==> config.mk <==
export PLATFORM = sky130hd
export DESIGN_NAME = mem_preloader_flat
export DESIGN_NICKNAME = d
export VERILOG_FILES = /design/src/rtl/mem_preloader_if.sv /design/src/rtl/mem_preloader.sv /design/src/flat_wrapper.sv
export SDC_FILE = /design/constraint.sdc
export NUM_CORES = 1
export LEC_CHECK = 0
export ABC_CLOCK_PERIOD_IN_PS = 2600
export CAP_MARGIN = 20
export CORE_MARGIN = 2
export CORE_UTILIZATION = 35
export CTS_CLUSTER_SIZE = 16
export DETAILED_ROUTE_END_ITERATION = 16
export PLACE_DENSITY = 0.58
export SETUP_SLACK_MARGIN = 0.4
export SLEW_MARGIN = 20
export SYNTH_ARGS = -nofsm -noshare
export SYNTH_HDL_FRONTEND = slang
export SYNTH_SLANG_ARGS = --single-unit
==> constraint.sdc <==
create_clock -name fpga_clk -period 2.6 [get_ports fpga_clk]
set_input_delay 0.26 -clock fpga_clk [delete_from_list [all_inputs] [get_ports fpga_clk]]
set_output_delay 0.26 -clock fpga_clk [all_outputs]
set_load 0.1 [all_outputs]
==> src/rtl/mem_preloader_if.sv <==
// Valid/ready element stream carrying segment descriptors and payload into mem_preloader.
interface mem_preloader_if #(
    parameter int ELEMENT_BITS = 8
);
    logic                    s_valid;
    logic                    s_ready;
    logic [ELEMENT_BITS-1:0] s_data;

    modport master (output s_valid, output s_data, input s_ready);
    modport slave  (input s_valid, input s_data, output s_ready);
endinterface

==> src/rtl/mem_preloader.sv <==
// Streams segment descriptors + payload into the main_mem write port, then raises start
// and hands the write port over to the dmac.
//
// state    | meaning
// ---------+------------------------------------------------------------
// ST_IDLE  | waiting for the first ADDR beat of a load
// ST_ADDR  | collecting the remaining ADDR field beats (LS beat first)
// ST_COUNT | collecting the COUNT field beats; zero count terminates the load
// ST_DATA  | consuming payload beats, one main_mem write per in-range beat
// ST_DONE  | load finished; start rises once no loader write is in flight
module mem_preloader #(
    parameter int ELEMENT_BITS = 8,
    parameter int ADDR_BITS    = 11,
    parameter int MEM_DEPTH    = 2048,
    parameter int MAX_SEGMENTS = 8
) (
    input  logic                                 fpga_clk,
    input  logic                                 reset_n,
    mem_preloader_if.slave                       s,
    input  logic                                 dmac_we,
    input  logic [ADDR_BITS-1:0]                 dmac_address,
    input  logic [ELEMENT_BITS-1:0]              dmac_data,
    output logic                                 mem_we,
    output logic [ADDR_BITS-1:0]                 mem_address,
    output logic [ELEMENT_BITS-1:0]              mem_data,
    output logic                                 start,
    output logic [$clog2(MAX_SEGMENTS+1)-1:0]    segments_done,
    output logic                                 err
);

    localparam int HDR_WORDS = (ADDR_BITS + ELEMENT_BITS - 1) / ELEMENT_BITS;
    localparam int HDR_BITS  = HDR_WORDS * ELEMENT_BITS;
    localparam int BEAT_BITS = (HDR_WORDS > 1) ? $clog2(HDR_WORDS) : 1;
    localparam int SEG_BITS  = $clog2(MAX_SEGMENTS + 1);

    localparam logic [BEAT_BITS-1:0] LAST_BEAT = BEAT_BITS'(HDR_WORDS - 1);
    localparam logic [SEG_BITS-1:0]  SEG_MAX   = SEG_BITS'(MAX_SEGMENTS);
    localparam logic [ADDR_BITS:0]   DEPTH     = (ADDR_BITS + 1)'(MEM_DEPTH);

    localparam logic [2:0] ST_IDLE  = 3'd0;
    localparam logic [2:0] ST_ADDR  = 3'd1;
    localparam logic [2:0] ST_COUNT = 3'd2;
    localparam logic [2:0] ST_DATA  = 3'd3;
    localparam logic [2:0] ST_DONE  = 3'd4;

    logic [2:0]              state_q;
    logic                    ready_q;
    logic [BEAT_BITS-1:0]    beat_q;
    logic [HDR_BITS-1:0]     hdr_q;
    logic [HDR_BITS-1:0]     hdr_next;
    logic [ADDR_BITS-1:0]    base_q;
    logic [ADDR_BITS-1:0]    remain_q;
    logic [ADDR_BITS:0]      wr_ptr_q;
    logic                    loader_we_q;
    logic [ADDR_BITS-1:0]    loader_addr_q;
    logic [ELEMENT_BITS-1:0] loader_data_q;
    logic                    start_q;
    logic                    err_q;
    logic [SEG_BITS-1:0]     seg_q;

    logic                    accept;
    logic                    field_done;
    logic [ADDR_BITS-1:0]    field;

    assign s.s_ready  = ready_q && (state_q != ST_DONE);
    assign accept     = s.s_valid && s.s_ready;
    assign field_done = (beat_q == LAST_BEAT);
    assign field      = hdr_next[ADDR_BITS-1:0];

    // Partially collected fields stay in hdr_q across s_valid stalls.
    always_comb begin
        hdr_next = hdr_q;
        hdr_next[beat_q*ELEMENT_BITS +: ELEMENT_BITS] = s.s_data;
    end

    always_ff @(posedge fpga_clk or negedge reset_n) begin
        if (!reset_n) begin
            state_q       <= ST_IDLE;
            ready_q       <= 1'b0;
            beat_q        <= '0;
            hdr_q         <= '0;
            base_q        <= '0;
            remain_q      <= '0;
            wr_ptr_q      <= '0;
            loader_we_q   <= 1'b0;
            loader_addr_q <= '0;
            loader_data_q <= '0;
            start_q       <= 1'b0;
            err_q         <= 1'b0;
            seg_q         <= '0;
        end else begin
            ready_q     <= 1'b1;
            loader_we_q <= 1'b0;
            case (state_q)
                ST_IDLE, ST_ADDR, ST_COUNT: begin
                    if (accept) begin
                        hdr_q  <= hdr_next;
                        beat_q <= field_done ? '0 : beat_q + 1'b1;
                        if (field_done) begin
                            if (state_q == ST_COUNT) begin
                                remain_q <= field;
                                wr_ptr_q <= {1'b0, base_q};
                                state_q  <= (field == '0) ? ST_DONE : ST_DATA;
                            end else begin
                                base_q  <= field;
                                state_q <= ST_COUNT;
                            end
                        end else if (state_q == ST_IDLE) begin
                            state_q <= ST_ADDR;
                        end
                    end
                end
                ST_DATA: begin
                    if (accept) begin
                        wr_ptr_q <= wr_ptr_q + 1'b1;
                        remain_q <= remain_q - 1'b1;
                        // Out-of-range beats are swallowed so the stream stays aligned.
                        if (wr_ptr_q < DEPTH) begin
                            loader_we_q   <= 1'b1;
                            loader_addr_q <= wr_ptr_q[ADDR_BITS-1:0];
                            loader_data_q <= s.s_data;
                        end else begin
                            err_q <= 1'b1;
                        end
                        if (remain_q == ADDR_BITS'(1)) begin
                            if (seg_q != SEG_MAX) begin
                                seg_q <= seg_q + 1'b1;
                            end
                            state_q <= (seg_q >= SEG_MAX - 1'b1) ? ST_DONE : ST_ADDR;
                        end
                    end
                end
                ST_DONE: begin
                    // Hold off the handover until the final loader write has committed.
                    if (!loader_we_q) begin
                        start_q <= 1'b1;
                    end
                end
                default: begin
                    state_q <= ST_IDLE;
                end
            endcase
        end
    end

    assign mem_we        = start_q ? dmac_we      : loader_we_q;
    assign mem_address   = start_q ? dmac_address : loader_addr_q;
    assign mem_data      = start_q ? dmac_data    : loader_data_q;
    assign start         = start_q;
    assign segments_done = seg_q;
    assign err           = err_q;

endmodule

==> src/flat_wrapper.sv <==
// flat-port wrapper written by rule: the top's interface ports become plain ports
module mem_preloader_flat 
#(
    parameter int ELEMENT_BITS = 8,
    parameter int ADDR_BITS    = 11,
    parameter int MEM_DEPTH    = 2048,
    parameter int MAX_SEGMENTS = 8
)
  (fpga_clk, reset_n, dmac_we, dmac_address, dmac_data, mem_we, mem_address, mem_data, start, segments_done, err, s_s_valid, s_s_data, s_s_ready);
  mem_preloader_if #(.ELEMENT_BITS(ELEMENT_BITS)) s_i ();
  input  logic fpga_clk;
  input  logic reset_n;
  input  logic dmac_we;
  input  logic [ADDR_BITS-1:0] dmac_address;
  input  logic [ELEMENT_BITS-1:0] dmac_data;
  output logic mem_we;
  output logic [ADDR_BITS-1:0] mem_address;
  output logic [ELEMENT_BITS-1:0] mem_data;
  output logic start;
  output logic [$clog2(MAX_SEGMENTS+1)-1:0] segments_done;
  output logic err;
  input wire logic [$bits(s_i.s_valid)-1:0] s_s_valid;
  input wire logic [$bits(s_i.s_data)-1:0] s_s_data;
  output wire logic [$bits(s_i.s_ready)-1:0] s_s_ready;
  assign s_i.s_valid = s_s_valid;
  assign s_i.s_data = s_s_data;
  assign s_s_ready = s_i.s_ready;
  mem_preloader #(.ELEMENT_BITS(ELEMENT_BITS), .ADDR_BITS(ADDR_BITS), .MEM_DEPTH(MEM_DEPTH), .MAX_SEGMENTS(MAX_SEGMENTS)) u_core (.fpga_clk(fpga_clk), .reset_n(reset_n), .s(s_i), .dmac_we(dmac_we), .dmac_address(dmac_address), .dmac_data(dmac_data), .mem_we(mem_we), .mem_address(mem_address), .mem_data(mem_data), .start(start), .segments_done(segments_done), .err(err));
endmodule
Word level (Yosys, flattened, before mapping)
Index checks and enable logic that the tools add are counted.
{ "word_totals": {"reg_bits": 81, "latchBits": 0, "ram_bits": 0, "romBits": 0, "input_bits": 31, "mem_count": 0} }
{ "op_classes": {"addsub": 5, "n_mul": 0, "div": 0, "magnitude_cmp": 2, "eq_ne": 13, "shifts": 2, "mux": 27, "bitwise": 4, "reduce_logical": 14} }
{ "ops": {"columns": ["op", "n"], "rows": [
  ["11-bit two-way mux", 5],
  ["12-bit two-way mux", 4],
  ["4-bit negation with 34-bit output", 1],
  ["8-bit by 34-bit variable shift with 16-bit output, first input constant", 1],
  ["8-bit by 34-bit variable part select with 16-bit output", 1],
  ["3-bit two-way mux", 8],
  ["12-bit one-hot mux with 2 select lines", 1],
  ["11-bit one-hot mux with 2 select lines", 1],
  ["16-bit bitwise mux", 1],
  ["12-bit by 1-bit adder with 12-bit output, second input constant", 1],
  ["12-bit less-than comparator, second input constant", 1],
  ["11-bit by 1-bit == test with 1-bit output, second input constant", 1],
  ["11-bit zero test", 1],
  ["11-bit by 1-bit subtractor with 11-bit output, second input constant", 1],
  ["2-bit by 1-bit inequality test with 1-bit output, second input constant", 5],
  ["5-bit AND reduction", 2],
  ["3-bit one-hot mux with 3 select lines", 1],
  ["8-bit two-way mux", 1],
  ["4-bit AND reduction", 2],
  ["3-bit by 2-bit == test with 1-bit output, second input constant", 2],
  ["3-bit AND reduction", 2],
  ["1-bit two-way mux", 5],
  ["4-bit by 1-bit adder with 4-bit output, second input constant", 1],
  ["4-bit by 3-bit >= comparator with 1-bit output, second input constant", 1],
  ["12 further kinds", 17]
]} }

Logic depth before layout (Yosys ltp)
Gate-level depths: netlist of the first run.
{ "depth": {"ltp_word": 9, "depth_mapped": 8, "ltp_nobuf": 7} }

Least setup slack after synthesis of the first run
No wires, ideal clock.
{ "synth_timing": {"path_type": "reg-to-output", "from": "reg u_core.start_q, in the netlist u_core.start", "to": "out mem_address[0]", "arrival_ns": 1.935, "path_slack_ns": 0.405, "stages_incl_launch_ff": 3, "path_cell_list": "dfrtp_1 > clkbuf_1 > mux2_2"} }
{ "synth_via": {"elab_chain_cells": 1} }
{ "synth_rtl": {"columns": ["item", "line_no", "source"], "rows": [
  ["start: declaration", "mem_preloader.sv:57", "logic start_q;"],
  ["start signal: assignment", "mem_preloader.sv:88", "start_q <= 1'b0;"],
  ["start signal: assignment", "mem_preloader.sv:136", "start_q <= 1'b1;"],
  ["11-bit two-way mux", "mem_preloader.sv:147", "assign mem_address = start_q ? dmac_address : loader_addr_q;"],
  ["end: declaration", "flat_wrapper.sv:17", "output logic [ADDR_BITS-1:0] mem_address;"]
]} }
Every way passes these cells.

Worst setup path in the final report of the first run
{ "layout_timing": {"from": "reg u_core.beat_q", "to": "reg u_core.remain_q[9]"} }
{ "layout_via": {"elab_chain_cells": 7} }
{ "layout_rtl": {"columns": ["item", "line_no", "source"], "rows": [
  ["start: declaration", "mem_preloader.sv:48", "logic [BEAT_BITS-1:0] beat_q;"],
  ["start signal: assignment", "mem_preloader.sv:98", "beat_q <= field_done ? '0 : beat_q + 1'b1;"],
  ["4-bit negation with 34-bit output", "mem_preloader.sv:73", "hdr_next[beat_q*ELEMENT_BITS +: ELEMENT_BITS] = s.s_data;"],
  ["8-bit by 34-bit variable part select with 16-bit output or 8-bit by 34-bit variable shift with 16-bit output (tied branches)", "mem_preloader.sv:73", null],
  ["16-bit bitwise mux", "mem_preloader.sv:73", null],
  ["11-bit two-way mux", "mem_preloader.sv:100", "if (state_q == ST_COUNT) begin"],
  ["11-bit two-way mux", "mem_preloader.sv:99", "if (field_done) begin"],
  ["11-bit two-way mux", "mem_preloader.sv:96", "if (accept) begin"],
  ["11-bit one-hot mux with 2 select lines", "mem_preloader.sv:94", "case (state_q)"],
  ["end signal: assignment", "mem_preloader.sv:101", "remain_q <= field;"],
  ["end signal: assignment", "mem_preloader.sv:116", "remain_q <= remain_q - 1'b1;"],
  ["end: declaration", "mem_preloader.sv:52", "logic [ADDR_BITS-1:0] remain_q;"]
]} }
Several ways; a longest one is shown, not always the timed one. The select of a mux whose other input is x is not followed.
A chain may end at the register's enable or synchronous reset.

==> flow_metrics.env, run 1 <==
export IMPL_grt_pass1_wl_um=16000
export IMPL_final_cells=604
export IMPL_clkTransAtPathRegs_ps=60
export IMPL_grt_pass1_vias=3083
export IMPL_worstPathRequired_ps=2830
export IMPL_cts_buffers=9
export IMPL_finalCritPeriodShare_pct=79.3
export IMPL_postCtsSetupBuffers=0
export IMPL_rsz0062_at_grt="true"
export IMPL_postCtsHoldBufs=0
export IMPL_total_power_w=0.00699
export IMPL_wl_um=9500
export IMPL_p_per_area_mw_per_mm2=1410
export IMPL_peakVddDrop_mv=0.674
export IMPL_cts_path_max_buffers=2
export IMPL_areaGrowthSynthToFinish_pct=23.6
export IMPL_fp_coreArea_mm2=0.0113
export IMPL_viasPerCell=5.34
export IMPL_postSynthCellCount=398
export IMPL_final_area_mm2=0.00495
export IMPL_start_util_pct=35.5
export IMPL_dieWidth_um=111
export IMPL_post_cts_resized=0
export IMPL_path_class="reg2reg"
export IMPL_fmax_mhz=485
export IMPL_drv_slew=0
export IMPL_dp_hpwl_um=6670
export IMPL_synth_edff_count=0
export IMPL_synth_area_per_cell_um2=10.1
export IMPL_vias=3225
export IMPL_grt_usage_pct=16.2
export IMPL_synth_nets=434
export IMPL_htreeDepth=3
export IMPL_path_max_fanout=17
export IMPL_die_area_mm2=0.0123
export IMPL_place_inst=588
export IMPL_final_common_cell="dfrtp_1"
export IMPL_gr_total_overflow=0
export IMPL_grt_busiest_layer="met2"
export IMPL_routedWlPerCell_um=15.7
export IMPL_drive_above_1_share_pct=21.3
export IMPL_grtUsageMet1_pct=21.8
export IMPL_grt_max_degree=77
export IMPL_leakage_nw=2.11
export IMPL_yosys_warnings=0
export IMPL_synth_ff_type="dfrtp_1"
export IMPL_final_cell_mix="dfrtp_1, buf_4, nand2_1"
export IMPL_nets=492
export IMPL_tightest_slew_ps=972
export IMPL_antenna_found_initial=0
export IMPL_hold_viol=0
export IMPL_dr_pass1_iters=4
export IMPL_postSynth_asyncResetShare_pct=100
export IMPL_crit_arrival_ps=2290
export IMPL_postRouteAntennaNets=0
export IMPL_finClkSkew_ps=5.51
export IMPL_ys_ff_latch=76
export IMPL_setup_slack_ps=538
export IMPL_met3_usage_pct=2.35
export IMPL_clock_sinks=76
export IMPL_hold_class="in2async"
export IMPL_drtIter0Drc=197
export IMPL_pre_cts_slack_ps=356
export IMPL_finalSetupViolCount=0
export IMPL_status="finished, final reports clean"
export IMPL_cp_end_kind="flip-flop"
export IMPL_fin_setup_tns_ps=0
export IMPL_root_buffer="clkbuf_16"
export IMPL_cap_violations=0
export IMPL_synth_cell_types=59
export IMPL_io_buffers=57
export IMPL_pin_count=58
export IMPL_rows=39
export IMPL_min_period_ps=2060
export IMPL_dpl_cell_area_mm2=0.00466
export IMPL_crit_path_start_kind="flip-flop"
export IMPL_dieHeight_um=111
export IMPL_max_slew_margin_pct=35.2
export IMPL_routabilityCongestion=0.751
export IMPL_clkLatencyLatePin_ps=340
export IMPL_cts_tree="yes"
export IMPL_drc=0
export IMPL_antenna_cells=0
export IMPL_met2_usage_pct=25.5
export IMPL_ys_seq_area_share_pct=47.5
export IMPL_syn_area_mm2=0.00400
==> synthesized netlist by cell type, types with 3 or more instances <==
library cell / instances / area share [%]
dfrtp_1: 76 / 48
nand2_1: 41 / 3.8
nor2_1: 33 / 3.1
a21oi_1: 32 / 4.0
mux2_2: 30 / 8.4
o21ai_0: 28 / 3.5
mux2i_1: 14 / 3.5
nand3_1: 13 / 1.6
mux2_1: 11 / 3.1
nor3_1: 10 / 1.3
clkbuf_1: 9 / 0.84
buf_2: 8 / 1.0
o21ai_1: 8 / 1.0
inv_1: 7 / 0.66
ha_1: 5 / 1.6
xnor2_1: 5 / 1.1
a22oi_1: 4 / 0.75
buf_4: 4 / 0.75
a31oi_1: 3 / 0.47
nand4_1: 3 / 0.47
nor4_1: 3 / 0.47
==> worst max-delay path: stages (launching register included) <==
cell and delay (ps):
dfrtp_1 630, nor2_1 140, or4_1 750, o41ai_2 430
==> cell families after synthesis <==
group / count (synthesis) / synth area share [%]
compound gates: 99 / 14.9
mux: 55 / 15.0
xor+xnor: 6 / 1.31
other cells: 1 / 0.0937
buf+inv: 33 / 4.13
flops: 76 / 47.5
simple gates: 123 / 15.4
fa+ha+maj: 5 / 1.56
==> routing by layer <==
| metal | up-vias | wire length, µm |
|---|---|---|
| met5 | - | 0 |
| met4 | 0 | 210 |
| met3 | 19 | 385 |
| met2 | 76 | 4430 |
| met1 | 1581 | 4480 |
| li1 | 1549 | - |
==> where the power goes <==
group | switching (W) | internal [W] | leakage [nW]
Sequential | 0.000509 | 0.00170 | 0.918
Clock | 0.000463 | 0.000724 | 0.140
Combinational | 0.00243 | 0.00117 | 1.06
==> through the flow <==
step / hold slack (ps) / util (%)
after floorplan: -35.6 / -
after global placement: 461 / 41.4
after detailed placement: 468 / 41.4
after CTS: 131 / 43.9
after global routing: 175 / 43.9
final: 64.8 / 43.9
==> registers in the layout (all words and copies together), names as in the netlist <==
register              count
u_core.base_q            11
u_core.beat_q             1
u_core.err                1
u_core.hdr_q             11
u_core.loader_addr_q     11
u_core.loader_data_q      8
u_core.loader_we_q        1
u_core.ready_q            1
u_core.remain_q          11
u_core.segments_done      4
u_core.start              1
u_core.state_q            3
u_core.wr_ptr_q          12
==> layout make-up <==
class | instances | area [µm²]
fillers | 1084 | 6320
multi-input cells | 289 | 1940
flip-flops and latches | 76 | 1900
repair buffers | 72 | 613
clock buffers | 15 | 278
well taps | 143 | 179
inverters | 8 | 30.0
clock inverters | 1 | 5.00
==> final timing paths <==
| kind | start | to | slack (ps) | cells after the start |
|---|---|---|---|---|
| max | u_core.beat_q$_DFFE_PN0P_ | u_core.remain_q[9]$_DFFE_PN0P_ | 540 | 3 |
| min | reset_n | u_core.loader_addr_q[7]$_DFFE_PN0P_ | 60 | 1 |
| max reg2reg | u_core.beat_q$_DFFE_PN0P_ | u_core.remain_q[9]$_DFFE_PN0P_ | 540 | 3 |
| min reg2reg | u_core.err$_DFFE_PN0P_ | u_core.err$_DFFE_PN0P_ | 470 | 1 |
| max in group asynchronous | reset_n | u_core.state_q[2]$_DFFE_PN0P_ | 1830 | 1 |
| min in group fpga_clk | u_core.err$_DFFE_PN0P_ | u_core.err$_DFFE_PN0P_ | 470 | 1 |
(Power assumes the default switching activity.)
==> run 2, diff against run 1 <==
- ABC_CLOCK_PERIOD_IN_PS: 2600 -> 1700
- PLACE_DENSITY: 0.58 -> 0.61
- clock period: 2.6 -> 1.7 ns (I/O delays scaled with it)
==> run 2 against run 1 <==
  * The run now ends with setup timing left
  * First-iteration DRC count up 31%
  * Via count up 26%
  * Clock power up 55%
  * Sequential share of layout area fell by 12 points
  * Critical path type unchanged
  * Largest power group unchanged
  * Highest routed layer unchanged
==> flow_metrics.env, run 2 (same netlist as run 1, synthesis figures left out) <==
export IMPL_status="complete, but fails checks"
export IMPL_violations="setup timing"
export IMPL_p_per_area_mw_per_mm2=2110
export IMPL_hold_class="in2async"
export IMPL_clkLatencyLatePin_ps=340
export IMPL_largest_reg_flops=12
export IMPL_crit_arrival_ps=2040
export IMPL_antenna_found_initial=0
export IMPL_final_common_cell="dfrtp_1"
export IMPL_areaGrowthSynthToFinish_pct=82.7
export IMPL_fin_setup_tns_ps=-622
export IMPL_dieWidth_um=111
export IMPL_drive_above_1_share_pct=54.3
export IMPL_cap_violations=0
export IMPL_routabilityCongestion=0.814
export IMPL_io_buffers=57
export IMPL_routedWlPerCell_um=20.7
export IMPL_pre_cts_slack_ps=-157
export IMPL_pin_count=58
export IMPL_vias=4079
export IMPL_hold_viol=0
export IMPL_finalSetupViolCount=22
export IMPL_crit_path_start_kind="flip-flop"
export IMPL_peakVddDrop_mv=1.59
export IMPL_htreeDepth=3
export IMPL_total_power_w=0.0155
export IMPL_drtIter0Drc=259
export IMPL_finalCritPeriodShare_pct=107
export IMPL_cts_tree="yes"
export IMPL_grt_pass1_vias=3884
export IMPL_grt_pass1_wl_um=20600
export IMPL_grt_usage_pct=21.0
export IMPL_postRouteAntennaNets=0
export IMPL_reg2reg_setup_slack_ps=-110
export IMPL_min_period_ps=1810
export IMPL_drv_slew=0
export IMPL_nets=596
export IMPL_viasPerCell=5.76
export IMPL_cp_end_kind="flip-flop"
export IMPL_root_buffer="clkbuf_16"
export IMPL_gr_total_overflow=0
export IMPL_rows=39
export IMPL_dieHeight_um=111
export IMPL_rsz0062_at_grt="true"
export IMPL_die_area_mm2=0.0123
export IMPL_clkTransAtPathRegs_ps=70
export IMPL_cts_buffers=9
export IMPL_fmax_mhz=552
export IMPL_fp_coreArea_mm2=0.0113
export IMPL_setup_slack_ps=-112
export IMPL_dp_hpwl_um=7350
export IMPL_path_max_fanout=5
export IMPL_cts_path_max_buffers=2
export IMPL_finClkSkew_ps=10.0
export IMPL_dr_pass1_iters=5
export IMPL_drc=0
export IMPL_worstPathRequired_ps=1930
export IMPL_wl_um=14700
export IMPL_leakage_nw=3.10
export IMPL_antenna_cells=0
export IMPL_top_register="u_core.wr_ptr_q"
export IMPL_clock_sinks=76
export IMPL_start_util_pct=35.5
export IMPL_path_class="reg2reg"
export IMPL_grt_max_degree=43
export IMPL_final_cell_mix="dfrtp_1, buf_4, buf_12"
==> run 2: routing by layer <==
| layer | wire length (µm) | GRT usage (%) | part of all wire, % | vias up |
|---|---|---|---|---|
| li1 | - | - | - | 1758 |
| met1 | 5840 | 27.5 | 40 | 2031 |
| met2 | 7320 | 34.9 | 50 | 229 |
| met3 | 856 | 3.39 | 5.8 | 61 |
| met4 | 676 | 8.67 | 4.6 | 0 |
| met5 | 0 | 0 | 0 | - |
==> run 2: power by group <==
group	switching (W)	leakage, nW	total [W]	internal [W]
Combinational	0.00543	2.06	0.0102	0.00476
Sequential	0.000816	0.910	0.00343	0.00262
Clock	0.000833	0.127	0.00184	0.00101
Total	0.00708	3.10	0.0155	0.00839
==> run 2: critical path, stage by stage, from the launching register on <==
cell and delay, ps:
dfrtp_2 450, buf_6 140, and3b_2 300, buf_8 170, buf_6 120, a21boi_4 70
buf_6 130, o41ai_2 340
==> run 2: final timing paths <==
path,cells after the start,start,endpoint
setup / recovery,7,u_core.state_q[2]$_DFFE_PN0P_,u_core.remain_q[9]$_DFFE_PN0P_
hold / removal,2,reset_n,u_core.hdr_q[10]$_DFFE_PN0P_
setup reg to reg,7,u_core.state_q[2]$_DFFE_PN0P_,u_core.remain_q[9]$_DFFE_PN0P_
hold reg to reg,1,u_core.loader_we_q$_DFF_PN0_,u_core.start$_DFFE_PN0P_
max in group asynchronous,3,reset_n,u_core.wr_ptr_q[0]$_DFFE_PN0P_
min in group fpga_clk,1,u_core.loader_we_q$_DFF_PN0_,u_core.start$_DFFE_PN0P_
==> run 2: repair_timing <==
item / 4_1_cts / 5_1_grt
pin swaps: 27 / 39
cloned: 8 / 5
setup endpoints to repair: 95 / 97
hold buffers: 1 / 0
resized for setup: 107 / 82
setup buffers: 33 / 17
endpoints found under the hold margin: 20 / 0
==> run 2: area by class of cell <==
| type | instances | area [µm²] |
|---|---|---|
| Tap cell | 143 | 179 |
| Multi-Input combinational cell | 290 | 2630 |
| Sequential cell | 76 | 1920 |
| Fill cell | 783 | 3960 |
| Clock inverter | 7 | 58.8 |
| Inverter | 8 | 37.5 |
| Clock buffer | 9 | 225 |
| Timing Repair Buffer | 175 | 2260 |
==> run 2: per-stage QoR <==
| step | util (%) | std cells | area, µm² | hold slack (ps) |
|---|---|---|---|---|
| 2_1_floorplan | - | 398 | 4320 | -126 |
| 3_3_place_gp | 49.4 | 628 | 5560 | 87.5 |
| 3_5_place_dp | 49.4 | 628 | 5560 | 93.1 |
| 4_1_cts | 59.3 | 686 | 6690 | 284 |
| 5_1_grt | 64.9 | 708 | 7310 | 308 |
| 6_report | 64.9 | 708 | 7310 | 277 |
==> run 3, diff against run 2 <==
- CORE_MARGIN: 2 -> unset
==> run 3 against run 2 <==
  * The run still ends with setup timing left
  * Sequential cell count did not move
  * Global-route usage rose by 2.5 points
  * Sequential share of layout area barely moved
  * Final cell count fell by 0.56%
  * Sequential power barely moved
  * Register-to-register slack improved by 30 ps
  * Critical path type is now reg2out
==> flow_metrics.env, run 3 (same netlist as run 1, synthesis figures left out) <==
export IMPL_io_buffers=57
export IMPL_cts_buffers=9
export IMPL_cts_path_max_buffers=2
export IMPL_finClkSkew_ps=6.45
export IMPL_clock_sinks=76
export IMPL_dieHeight_um=109
export IMPL_antenna_found_initial=0
export IMPL_top_register="u_core.wr_ptr_q"
export IMPL_fmax_mhz=551
export IMPL_clkLatencyLatePin_ps=340
export IMPL_drive_above_1_share_pct=53.5
export IMPL_cp_startpoint="u_core.state_q[2]$_DFFE_PN0P_"
export IMPL_path_cells="buf_12 -> buf_12 -> inv_8 -> or3_4 -> and2_4 -> buf_12"
export IMPL_drtIter0Drc=297
export IMPL_path_max_fanout=4
export IMPL_drc=0
export IMPL_rr_worst_depth=4
export IMPL_cp_common_cell="buf_12"
export IMPL_cp_end_kind="primary output"
export IMPL_final_cell_mix="dfrtp_1, buf_4, buf_12"
export IMPL_postRouteAntennaNets=0
export IMPL_min_period_ps=1820
export IMPL_viasPerCell=5.69
export IMPL_place_inst=627
export IMPL_crit_slowest_cell="dfrtp_2"
export IMPL_areaGrowthSynthToFinish_pct=82.5
export IMPL_crit_path_start_kind="flip-flop"
export IMPL_pre_cts_slack_ps=-186
export IMPL_hold_viol=0
export IMPL_largest_reg_flops=12
export IMPL_cts_tree="yes"
export IMPL_dr_pass1_iters=5
export IMPL_nets=595
export IMPL_pin_count=58
export IMPL_r2r_start="u_core.state_q[2]$_DFFE_PN0P_"
export IMPL_grt_max_degree=36
export IMPL_dp_hpwl_um=7720
export IMPL_crit_arrival_ps=1650
export IMPL_hold_class="in2async"
export IMPL_leakage_nw=3.11
export IMPL_routabilityCongestion=0.956
export IMPL_rsz0062_at_grt="true"
export IMPL_critPathMaxStageDelay_ps=390
export IMPL_path_class="reg2out"
export IMPL_root_buffer="clkbuf_16"
export IMPL_routedWlPerCell_um=20.8
export IMPL_fp_coreArea_mm2=0.0110
export IMPL_peakVddDrop_mv=1.53
export IMPL_dieWidth_um=109
export IMPL_status="complete, but fails checks"
export IMPL_finalCritPeriodShare_pct=107
export IMPL_rows=38
export IMPL_grt_pass1_vias=3911
export IMPL_finalSetupViolCount=18
export IMPL_p_per_area_mw_per_mm2=2110
export IMPL_clkTransAtPathRegs_ps=60
export IMPL_cap_violations=0
export IMPL_vias=4004
export IMPL_violations="setup timing"
export IMPL_worstPathRequired_ps=1530
export IMPL_setup_slack_ps=-116
export IMPL_htreeDepth=3
export IMPL_grt_pass1_wl_um=21000
export IMPL_reg2reg_setup_slack_ps=-80
export IMPL_fill_cells=740
export IMPL_final_common_cell="dfrtp_1"
export IMPL_final_cells=704
export IMPL_area_sequential_mm2=0.00192
export IMPL_start_util_pct=36.4
export IMPL_die_area_mm2=0.0119
export IMPL_drv_slew=0
export IMPL_grt_usage_pct=23.5
export IMPL_multiInputGateArea_mm2=0.00261
export IMPL_antenna_cells=0
export IMPL_gr_total_overflow=0
export IMPL_r2r_end="u_core.remain_q[9]$_DFFE_PN0P_"
export IMPL_wl_um=14600
[run 3: changes by cell type in the layout (fill, tap and decap cells not counted), moves of 3 or more]
cell,delta
buf_12,-3
buf_4,+8
buf_6,-9
mux2_2,-3
nand3_1,+3
nand3_4,-3
nor2_1,-4
nor2_2,+4
o21ai_1,+6
o21ai_2,-5
[run 3: worst max-delay path, delay by kind of cell, from the launching register on]
family                 cells  cell delay, ps
buffers and inverters      4             410
DFF                        1             390
and+or+nand+nor            2             520
[run 3: where the power goes]
group / switching, W / internal, W / total (W)
sequential: 0.000824 / 0.00261 / 0.00344
combinational: 0.00533 / 0.00455 / 0.00988
clock: 0.000800 / 0.00129 / 0.00209
[run 3: metrics by stage]
step	power [W]	area, µm²	TNS, ps	hold WS, ps	utilization (%)
5_1_grt	0.0160	7310	-2150	361	66.5
2_1_floorplan	0.00820	4320	0	-126	-
3_5_place_dp	0.0107	5600	-4410	130	51.0
6_report	0.0154	7310	-719	296	66.5
4_1_cts	0.0141	6670	-55.0	313	60.8
3_3_place_gp	0.0106	5600	-3030	123	51.0
[run 3: metal layers]
layer | up-vias | global-route usage [%] | wire (µm)
met4 | 0 | 8.78 | 572
met2 | 193 | 40.8 | 7330
met5 | - | 0 | 0
li1 | 1770 | - | -
met1 | 1988 | 29.0 | 5880
met3 | 53 | 4.24 | 846
[run 3: worst max-delay path by stage]
stage,to,cells after the start
2_1_floorplan,u_core.segments_done[3]$_DFFE_PN0P_,7
3_3_place_gp,u_core.remain_q[9]$_DFFE_PN0P_,4
3_5_place_dp,u_core.remain_q[9]$_DFFE_PN0P_,7
4_1_cts,s_s_ready,5
5_1_grt,u_core.remain_q[7]$_DFFE_PN0P_,5
6_report,s_s_ready,6
[run 3: cell type report]
cell class	count	area share, %
multi-input combinational	290	35.8
timing repair buffer	174	30.6
sequential	76	26.2
clock buffer	10	3.13
tap	140	2.40
clock inverter	6	1.22
inverter	8	0.617
[run 3: repair_timing]
action,in CTS,in global routing
gates resized for setup,89,90
gates cloned,8,5
setup buffers,27,20
pin swaps,21,41
endpoints found under the hold margin,26,0
endpoints found under the setup margin,96,95
hold buffers,1,0
